`src/rtl/posit_div_arbiter.sv`:
```
// Round-robin sharing of one fixed-latency posit divider among NUM_REQ requesters,
// with in-order ID tagging and a credit-protected result FIFO. Define POSIT_DIV_ARB_PERF_EN for perf counters.
module posit_div_arbiter #(
    parameter int N         = 16,
    parameter int NUM_REQ   = 4,
    parameter int ID_W      = 2,
    parameter int DIV_LAT   = 12,
    parameter int RSP_DEPTH = 16
) (
    input  logic                 clk,
    input  logic                 rst,
    input  logic [NUM_REQ-1:0]   req_valid,
    output logic [NUM_REQ-1:0]   req_ready,
    input  logic [NUM_REQ*N-1:0] req_a,
    input  logic [NUM_REQ*N-1:0] req_b,
    output logic                 rsp_valid,
    input  logic                 rsp_ready,
    output logic [N-1:0]         rsp_data,
    output logic [ID_W-1:0]      rsp_id,
    output logic                 rsp_inf,
    output logic                 rsp_zero,
    output logic                 div_start,
    output logic [N-1:0]         div_in1,
    output logic [N-1:0]         div_in2,
    input  logic [N-1:0]         div_out,
    input  logic                 div_inf,
    input  logic                 div_zero,
    input  logic                 div_done,
    output logic                 err_orphan
`ifdef POSIT_DIV_ARB_PERF_EN
    ,
    output logic [31:0]          perf_issue,
    output logic [31:0]          perf_stall
`endif
);
    localparam int AW = $clog2(RSP_DEPTH);
    localparam int CW = $clog2(DIV_LAT + 1);
    localparam int PW = ID_W + 1;
    localparam int NP = 2 ** ID_W;

    typedef enum logic {BLANK, RUN} state_t;

    typedef struct packed {
        logic [ID_W-1:0] id;
        logic [N-1:0]    data;
        logic            inf;
        logic            zero;
    } res_t;

    state_t          state, state_nxt;
    logic [CW-1:0]   blank_cnt;
    logic [ID_W-1:0] rr_ptr, grant_idx;
    logic [PW-1:0]   cand;
    logic [NP-1:0]   valid_pad;
    logic            grant_found, credit_ok, issue;
    logic [N-1:0]    sel_a, sel_b;
    logic [AW:0]     outstanding;

    logic [ID_W-1:0] id_mem [RSP_DEPTH];
    logic [AW-1:0]   id_wr, id_rd;
    logic [AW:0]     id_cnt;
    logic            done_run, id_pop;

    res_t            res_mem [RSP_DEPTH];
    res_t            res_head;
    logic [AW-1:0]   res_wr, res_rd;
    logic [AW:0]     res_cnt;
    logic            res_push, res_pop;

    // BLANK lasts DIV_LAT+1 cycles so every pre-reset divider result drains unseen.
    always_ff @(posedge clk) begin
        if (rst) begin
            state     <= BLANK;
            blank_cnt <= '0;
        end else begin
            state <= state_nxt;
            if (state == BLANK)
                blank_cnt <= blank_cnt + 1'b1;
        end
    end

    always_comb begin
        state_nxt = state;
        if (state == BLANK && blank_cnt == CW'(DIV_LAT))
            state_nxt = RUN;
    end

    assign valid_pad = NP'(req_valid);

    always_comb begin
        grant_found = 1'b0;
        grant_idx   = '0;
        cand        = '0;
        for (int k = 0; k < NUM_REQ; k++) begin
            cand = PW'(rr_ptr) + PW'(k);
            if (cand >= PW'(NUM_REQ))
                cand = cand - PW'(NUM_REQ);
            if (!grant_found && valid_pad[cand[ID_W-1:0]]) begin
                grant_found = 1'b1;
                grant_idx   = cand[ID_W-1:0];
            end
        end
    end

    assign credit_ok = outstanding < (AW+1)'(RSP_DEPTH);
    assign issue     = (state == RUN) && grant_found && credit_ok;

    always_comb begin
        req_ready = '0;
        sel_a     = '0;
        sel_b     = '0;
        for (int j = 0; j < NUM_REQ; j++) begin
            if (grant_idx == ID_W'(j)) begin
                req_ready[j] = issue;
                sel_a        = req_a[j*N +: N];
                sel_b        = req_b[j*N +: N];
            end
        end
    end

    always_ff @(posedge clk) begin
        if (rst) begin
            div_start <= 1'b0;
            div_in1   <= '0;
            div_in2   <= '0;
            rr_ptr    <= '0;
        end else begin
            div_start <= issue;
            if (issue) begin
                div_in1 <= sel_a;
                div_in2 <= sel_b;
                rr_ptr  <= (grant_idx == ID_W'(NUM_REQ - 1)) ? '0 : grant_idx + 1'b1;
            end
        end
    end

    // The ID FIFO cannot overflow: its occupancy never exceeds outstanding.
    assign done_run = (state == RUN) && div_done;
    assign id_pop   = done_run && (id_cnt != '0);
    assign res_push = id_pop;
    assign res_pop  = rsp_valid && rsp_ready;

    always_ff @(posedge clk) begin
        if (issue)
            id_mem[id_wr] <= grant_idx;
        if (res_push)
            res_mem[res_wr] <= '{id: id_mem[id_rd], data: div_out, inf: div_inf, zero: div_zero};
    end

    always_ff @(posedge clk) begin
        if (rst) begin
            id_wr       <= '0;
            id_rd       <= '0;
            id_cnt      <= '0;
            res_wr      <= '0;
            res_rd      <= '0;
            res_cnt     <= '0;
            outstanding <= '0;
            err_orphan  <= 1'b0;
        end else begin
            if (issue)
                id_wr <= id_wr + 1'b1;
            if (id_pop)
                id_rd <= id_rd + 1'b1;
            id_cnt <= id_cnt + (AW+1)'(issue) - (AW+1)'(id_pop);
            if (res_push)
                res_wr <= res_wr + 1'b1;
            if (res_pop)
                res_rd <= res_rd + 1'b1;
            res_cnt     <= res_cnt + (AW+1)'(res_push) - (AW+1)'(res_pop);
            outstanding <= outstanding + (AW+1)'(issue) - (AW+1)'(res_pop);
            if (done_run && id_cnt == '0)
                err_orphan <= 1'b1;
        end
    end

    // Outputs read zero while empty so they match the reset values.
    assign res_head  = res_mem[res_rd];
    assign rsp_valid = (res_cnt != '0);
    assign rsp_data  = rsp_valid ? res_head.data : '0;
    assign rsp_id    = rsp_valid ? res_head.id   : '0;
    assign rsp_inf   = rsp_valid && res_head.inf;
    assign rsp_zero  = rsp_valid && res_head.zero;

`ifndef SYNTHESIS
    always_ff @(posedge clk) begin
        if (!rst)
            assert (!(res_push && res_cnt == (AW+1)'(RSP_DEPTH)));
    end
`endif

`ifdef POSIT_DIV_ARB_PERF_EN
    always_ff @(posedge clk) begin
        if (rst) begin
            perf_issue <= '0;
            perf_stall <= '0;
        end else begin
            if (issue && perf_issue != '1)
                perf_issue <= perf_issue + 1'b1;
            if (state == RUN && (|req_valid) && req_ready == '0 && perf_stall != '1)
                perf_stall <= perf_stall + 1'b1;
        end
    end
`endif

endmodule

```
`config.mk`:
```
export PLATFORM = sky130hd
export DESIGN_NAME = posit_div_arbiter
export DESIGN_NICKNAME = d
export VERILOG_FILES = /design/src/rtl/posit_div_arbiter.sv
export SDC_FILE = /design/constraint.sdc
export NUM_CORES = 1
export LEC_CHECK = 0
export CAP_MARGIN = 20
export CORE_MARGIN = 2
export CORE_UTILIZATION = 35
export CTS_BUF_LIST = sky130_fd_sc_hd__clkbuf_8
export DETAILED_ROUTE_END_ITERATION = 6
export PLACE_DENSITY = 0.54
export SLEW_MARGIN = 20
export SYNTH_ARGS = -nofsm -noshare
export SYNTH_HDL_FRONTEND = slang
export SYNTH_SLANG_ARGS = --single-unit
```
`constraint.sdc`:
```
create_clock -name clk -period 10.5 [get_ports clk]
set_input_delay 2.1 -clock clk [delete_from_list [all_inputs] [get_ports clk]]
set_output_delay 2.1 -clock clk [all_outputs]
set_load 0.005 [all_outputs]
```
==> results of run 1 <==
## cell usage after synthesis, types with 25 or more instances
library cell / count
inv_1: 29
dfxtp_1: 80
mux4_2: 71
mux2i_1: 39
nor3_1: 41
a221oi_1: 31
o311a_1: 32
nand2_1: 58
nor2b_1: 43
clkbuf_1: 43
nor2_1: 77
edfxtp_1: 352
nand3_1: 32
ha_1: 33
a22oi_1: 25
## state kept, by name, indices dropped and copies added (netlist names), named ones only
signal	cells
res_wr	4
err_orphan	1
outstanding	5
state	1
id_mem	32
div_start	1
res_rd	4
blank_cnt	4
res_mem	320
id_wr	4
res_cnt	5
rr_ptr	2
div_in1	16
id_cnt	5
id_rd	4
div_in2	16
## cells in the final DEF, fill, tap and decap left out, types with 3 or more instances in the layout
cell type	count
a22oi_1	25
buf_4	22
a22oi_2	13
nor4b_1	3
o211ai_1	19
bufinv_16	6
nand2b_1	7
xnor2_1	13
fa_1	3
nand3_1	32
nor3_1	41
and3_1	5
clkinv_2	4
a21o_1	4
clkdlybuf4s50_1	211
a221oi_1	31
ha_1	31
o311a_1	32
inv_1	53
and2_1	6
mux4_2	71
clkbuf_8	81
xor2_1	10
nor2_1	77
edfxtp_1	352
and2_2	6
o21ai_0	5
dfxtp_1	78
mux2i_1	39
a21oi_1	14
clkinv_1	13
nand2_1	58
and4_1	3
nor3b_1	3
nor2b_1	41
## per-stage QoR
step                utilization  cell area [µm²]  hold slack (ns)  std cells  setup slack (ns)
finish                   0.4365            22390           0.4779       2130             3.028
global route             0.4365            22390           0.5109       2130             2.718
CTS                      0.4365            22390           0.4900       2130             2.995
detailed placement       0.4074            20900           0.4703       1998             3.025
global placement         0.4074            20900           0.4551       1998             3.102
floorplan                     -            18120           0.4494       1160             4.180
## power by group
part / internal [mW] / leakage (nW) / total [mW] / switching, mW
Combinational: 0.497 / 2.77 / 0.938 / 0.442
Clock: 0.860 / 0.848 / 1.53 / 0.673
Sequential: 1.88 / 3.82 / 1.92 / 0.0451
Total: 3.23 / 7.43 / 4.39 / 1.16
## tightest hold or removal path, delay by kind of cell, from the launching register on
family,cells,cell delay [ns]
DFF,1,0.33
AOI/OAI and AO/OA,1,0.04
and+or+nand+nor,1,0.07
## logic make-up after synthesis
logic type | share of synthesized area
flip-flops | 0.6716
buffers and inverters | 0.02747
multiplexers | 0.1110
AO/OA/AOI/OAI | 0.07035
XOR/XNOR | 0.01111
AND/OR/NAND/NOR | 0.08236
adder cells (fa/ha/maj) | 0.02610
## worst paths after layout
path	start	to	slack (ns)	depth (start not counted)
max	req_valid[1]	req_ready[2]	3.03	8
min	err_orphan	err_orphan	0.48	2
min reg2reg	err_orphan	err_orphan	0.48	2
max reg2reg	state	id_cnt[4]	7.22	10
## cell type report
cell class	count	area, µm²	area share
clock buffers	81	1115	0.04978
clock inverters	51	377.9	0.01687
inverters	30	112.6	0.005028
multi-input cells	622	5479	0.2447
flip-flops and latches	432	12180	0.5437
well taps	680	850.8	0.03799
repair buffers	234	2282	0.1019
## metal layers
| layer | vias up | global-route usage |
|---|---|---|
| li1 | 5006 | - |
| met1 | 5378 | 0.2087 |
| met2 | 385 | 0.2777 |
| met3 | 84 | 0.04392 |
| met4 | 2 | 0.06330 |
| met5 | - | 0 |
==> out/qor.yml, run 1 <==
status: "complete, no violations"
ys_warn_count: 0
syn_to_final_growth_pct: 23.56
via_per_inst: 5.096
dr_wl_met3_mm: 2.896
rsz0062_at_grt: "false"
die_height_um: 231.6
p_leak_nw: 7.432
critPathArrivalTime_ns: 5.37
crit_family: "buffers and inverters"
synth_top_area_share: 0.5832
start_util: 0.3533
startpoint_type: "input port"
cts_tree: "built"
cts.sinks: 432
routabilityCongestion: 0.8325
fill_cells: 4667
synth_edf_count: 352
crit_path_cell_trace: "clkdlybuf4s50_1 -> a21o_1 -> a21boi_0 -> o22ai_1 -> inv_1 -> ha_2 -> and3_1 -> clkdlybuf4s50_1"
cts-resized-gates: 0
hold_class: "flop to flop"
power_density_nw_per_um2: 196.1
ir_worst_vdd_uv: 106.4
grt_pass1_vias: 11430
io_buffers: 212
first_pass_iters: 5
setup_viol: 0
max_slew_margin: 0.2876
setup.worst_path.class: "input port to primary output"
core_um2: 51300
grt_start_max_net_pins: 75
hold_viol_final: 0
met2WireLength_mm: 21.46
finalClockSkew_ns: 0.03898
synth_nets: 1350
wire_per_inst_um: 20.84
die_area_um2: 53620
hpwl_mm: 26.18
ant_nets: 0
num-nets-final: 1585
synth_seq_area_share: 0.6716
tns_ns: 0
met1Wirelength_mm: 18.56
crit_path_end_kind: "primary output"
synth_area_leaders: "edfxtp_1, dfxtp_1, mux4_2"
drtIter0Drc: 574
clk_pin_slew_worst_paths_ns: 0.06
finalWirelength_mm: 44.39
fmax_mhz: 133.8
syn_area_um2: 18120
crit_slowest_cell: "ha_2"
grt-ovfl-total: 0
post-route-period-util: 0.7116
htree_levels: 3
vias: 10860
rows: 83
holdBufCountCts: 0
syn_inst: 1160
root_buffer: "clkbuf_8"
worst_pin_slew_ns: 1.066
synthFlopType: "edfxtp_1"
crit_required_ns: 8.40
synth_seq_cells: 432
ys_types: 53
cts_max_path_buffers: 3
ios: 213
chipWidth_um: 231.6
cp_common_cell: "clkdlybuf4s50_1"
fin_crit_ns: 7.472
cpPeakStageDelay_ns: 0.99
drc_errors: 0
drv_slew: 0
n_antenna_cell: 0
path_buf_inv: 3
cap_violations: 0
gr-usage-all-layers: 0.1670
synth.avg_cell_area_um2: 15.62
finalPower_mw: 4.392
top_layer_used: "met5"
drive_gt1_frac: 0.1538
synth_area_leader_cell: "edfxtp_1"
cts_setup_buffers: 0
cts_buffers: 75
antenna_found_initial: 1
clk_latency_ns: 0.62
crit_fanout: 65
grt_pass1_wl_mm: 67.34
async_flop_share: 0
No activity file was read; power rests on OpenSTA's default activity.
==> run 2: changes to the inputs <==
- PLACE_DENSITY: 0.54 -> 0.56
- clock period: 10.5 -> 6.5 ns (I/O delays scaled with it)
==> out/qor.yml, run 2 (synthesized netlist as in run 1, its figures left out) <==
grt-ovfl-total: 0  # unchanged
crit_path_end_kind: "primary output"
grt_start_max_net_pins: 75  # unchanged
hpwl_mm: 26.21  # +0.12%
finalClockSkew_ns: 0.02548  # -0.01350 ns
cts_setup_buffers: 0  # unchanged
crit_path_cell_trace: "clkdlybuf4s50_1 -> a21o_1 -> a21boi_0 -> o22ai_1 -> inv_1 -> ha_2 -> and3_1 -> clkdlybuf4s50_1"
setup_viol: 0  # unchanged
status: "complete, no violations"
first_pass_iters: 7  # +2
fin_crit_ns: 5.033
multiInputGateArea_um2: 5478  # about the same
post-route-period-util: 0.7743
final_cell_mix: "edfxtp_1, clkdlybuf4s50_1, clkbuf_8"
clk_latency_ns: 0.64  # +0.02 ns
grt_pass1_wl_mm: 67.13  # -0.32%
drv_slew: 0  # unchanged
chipWidth_um: 231.6  # unchanged
cts_buffers: 75  # unchanged
hold_class: "flop to flop"
htree_levels: 3  # unchanged
ios: 213  # unchanged
p_leak_nw: 7.400  # -0.42%
critPathLaunch: "req_valid[0]"
fmax_mhz: 198.7
endpoint: "req_ready[2]"
core_um2: 51300  # unchanged
io_buffers: 212  # unchanged
n_antenna_cell: 0  # unchanged
finalWirelength_mm: 44.33  # -0.13%
ant_nets: 0  # unchanged
r2r-start: "id_cnt[3]"
routabilityCongestion: 0.7881  # -5.3%
grt_pass1_vias: 11450  # +0.17%
largest_reg_flops: 320  # unchanged
r2r-end: "id_cnt[4]"
num-nets-final: 1587  # +0.13%
layout_commonest_cell: "edfxtp_1"
drtIter0Drc: 639  # +11%
antenna_found_initial: 1  # unchanged
die_height_um: 231.6  # unchanged
drive_gt1_frac: 0.1563  # +0.002478
cts-resized-gates: 0  # unchanged
rows: 83  # unchanged
max_slew_margin: 0.2964  # +0.008859
root_buffer: "clkbuf_8"
largestRegisters: "res_mem (320), id_mem (32)"
cp_common_cell: "clkdlybuf4s50_1"
crit_slowest_cell: "clkdlybuf4s50_1"
register_area_um2: 12180  # unchanged
clk_pin_slew_worst_paths_ns: 0.06  # about the same
die_area_um2: 53620  # unchanged
critPathArrivalTime_ns: 3.73  # -1.64 ns
startpoint_type: "input port"
largest_register: "res_mem"
worst_pin_slew_ns: 1.053  # -0.01326 ns
setup.worst_path.class: "input port to primary output"
cts_max_path_buffers: 3  # unchanged
vias: 10930  # +0.64%
holdBufCountCts: 0  # unchanged
cts.sinks: 432  # unchanged
power_density_nw_per_um2: 312.4  # +59%
via_per_inst: 5.108  # +0.22%
start_util: 0.3533  # unchanged
cpPeakStageDelay_ns: 0.50  # -0.49 ns
cts_tree: "built"
ir_worst_vdd_uv: 174.3  # +64%
post-route-util: 0.4361  # -0.0004630
cap_violations: 0  # unchanged
reg2reg_depth: 12  # +2
syn_to_final_growth_pct: 23.43
rrSetupSlack_ns: 3.20  # -4.02 ns
tns_ns: 0  # unchanged
rsz0062_at_grt: "false"
wire_per_inst_um: 20.72  # -0.55%
drc_errors: 0  # unchanged
hold_viol_final: 0  # unchanged
crit_fanout: 18  # -72%
gr-usage-all-layers: 0.1661  # -0.0008855
fill_cells: 4642  # -0.54%
crit_required_ns: 5.20  # -3.20 ns
==> run 2: where the power goes <==
| part | switching (mW) | internal [mW] |
|---|---|---|
| clock network | 1.12 | 1.24 |
| logic | 0.691 | 0.807 |
| registers | 0.0952 | 3.03 |
| total | 1.91 | 5.08 |
==> run 2: worst min-delay path by stage <==
| stage | startpoint | end | slack [ns] | depth (start not counted) |
|---|---|---|---|---|
| 2_1_floorplan | rr_ptr[0] | rr_ptr[0] | 0.45 | 2 |
| 3_3_place_gp | err_orphan | err_orphan | 0.46 | 2 |
| 3_5_place_dp | rr_ptr[0] | rr_ptr[0] | 0.48 | 2 |
| 4_1_cts | rr_ptr[0] | rr_ptr[0] | 0.49 | 2 |
| 5_1_grt | div_in2[4] | div_in2[4] | 0.50 | 2 |
| 6_report | div_in1[7] | div_in1[7] | 0.49 | 2 |
==> run 2: routing by layer <==
| layer | part of all wire | GRT usage | vias to the layer above |
|---|---|---|---|
| met5 | 0.00029 | 0 | - |
| met2 | 0.47 | 0.2718 | 325 |
| met3 | 0.067 | 0.04860 | 94 |
| met4 | 0.031 | 0.06310 | 2 |
| met1 | 0.43 | 0.2082 | 5479 |
| li1 | - | - | 5025 |
==> run 2: worst max-delay path, delay by kind of cell <==
family                     cells  cell delay [ns]
buffers and inverters          3             1.43
adders and majority gates      1             0.29
AOI/OAI and AO/OA              3             0.53
and+or+nand+nor                1             0.17
==> run 2: area by class of cell <==
| class | instances | area share |
|---|---|---|
| clock buffers | 81 | 0.04984 |
| clock inverters | 58 | 0.01465 |
| inverters | 30 | 0.005034 |
| multi-input cells | 622 | 0.2449 |
| flip-flops and latches | 432 | 0.5443 |
| well taps | 680 | 0.03803 |
| repair buffers | 236 | 0.1032 |
==> run 2: through the flow <==
| step | setup WS [ns] | instance area (µm²) | instances | power, mW | hold slack (ns) |
|---|---|---|---|---|---|
| global route | 1.293 | 22370 | 2139 | 7.344 | 0.5029 |
| floorplan | 1.780 | 18120 | 1160 | 4.177 | 0.4494 |
| detailed placement | 1.508 | 20930 | 2000 | 4.715 | 0.4785 |
| finish | 1.467 | 22370 | 2139 | 6.988 | 0.4851 |
| CTS | 1.474 | 22370 | 2139 | 7.110 | 0.4865 |
| global placement | 1.557 | 20930 | 2000 | 4.701 | 0.4560 |
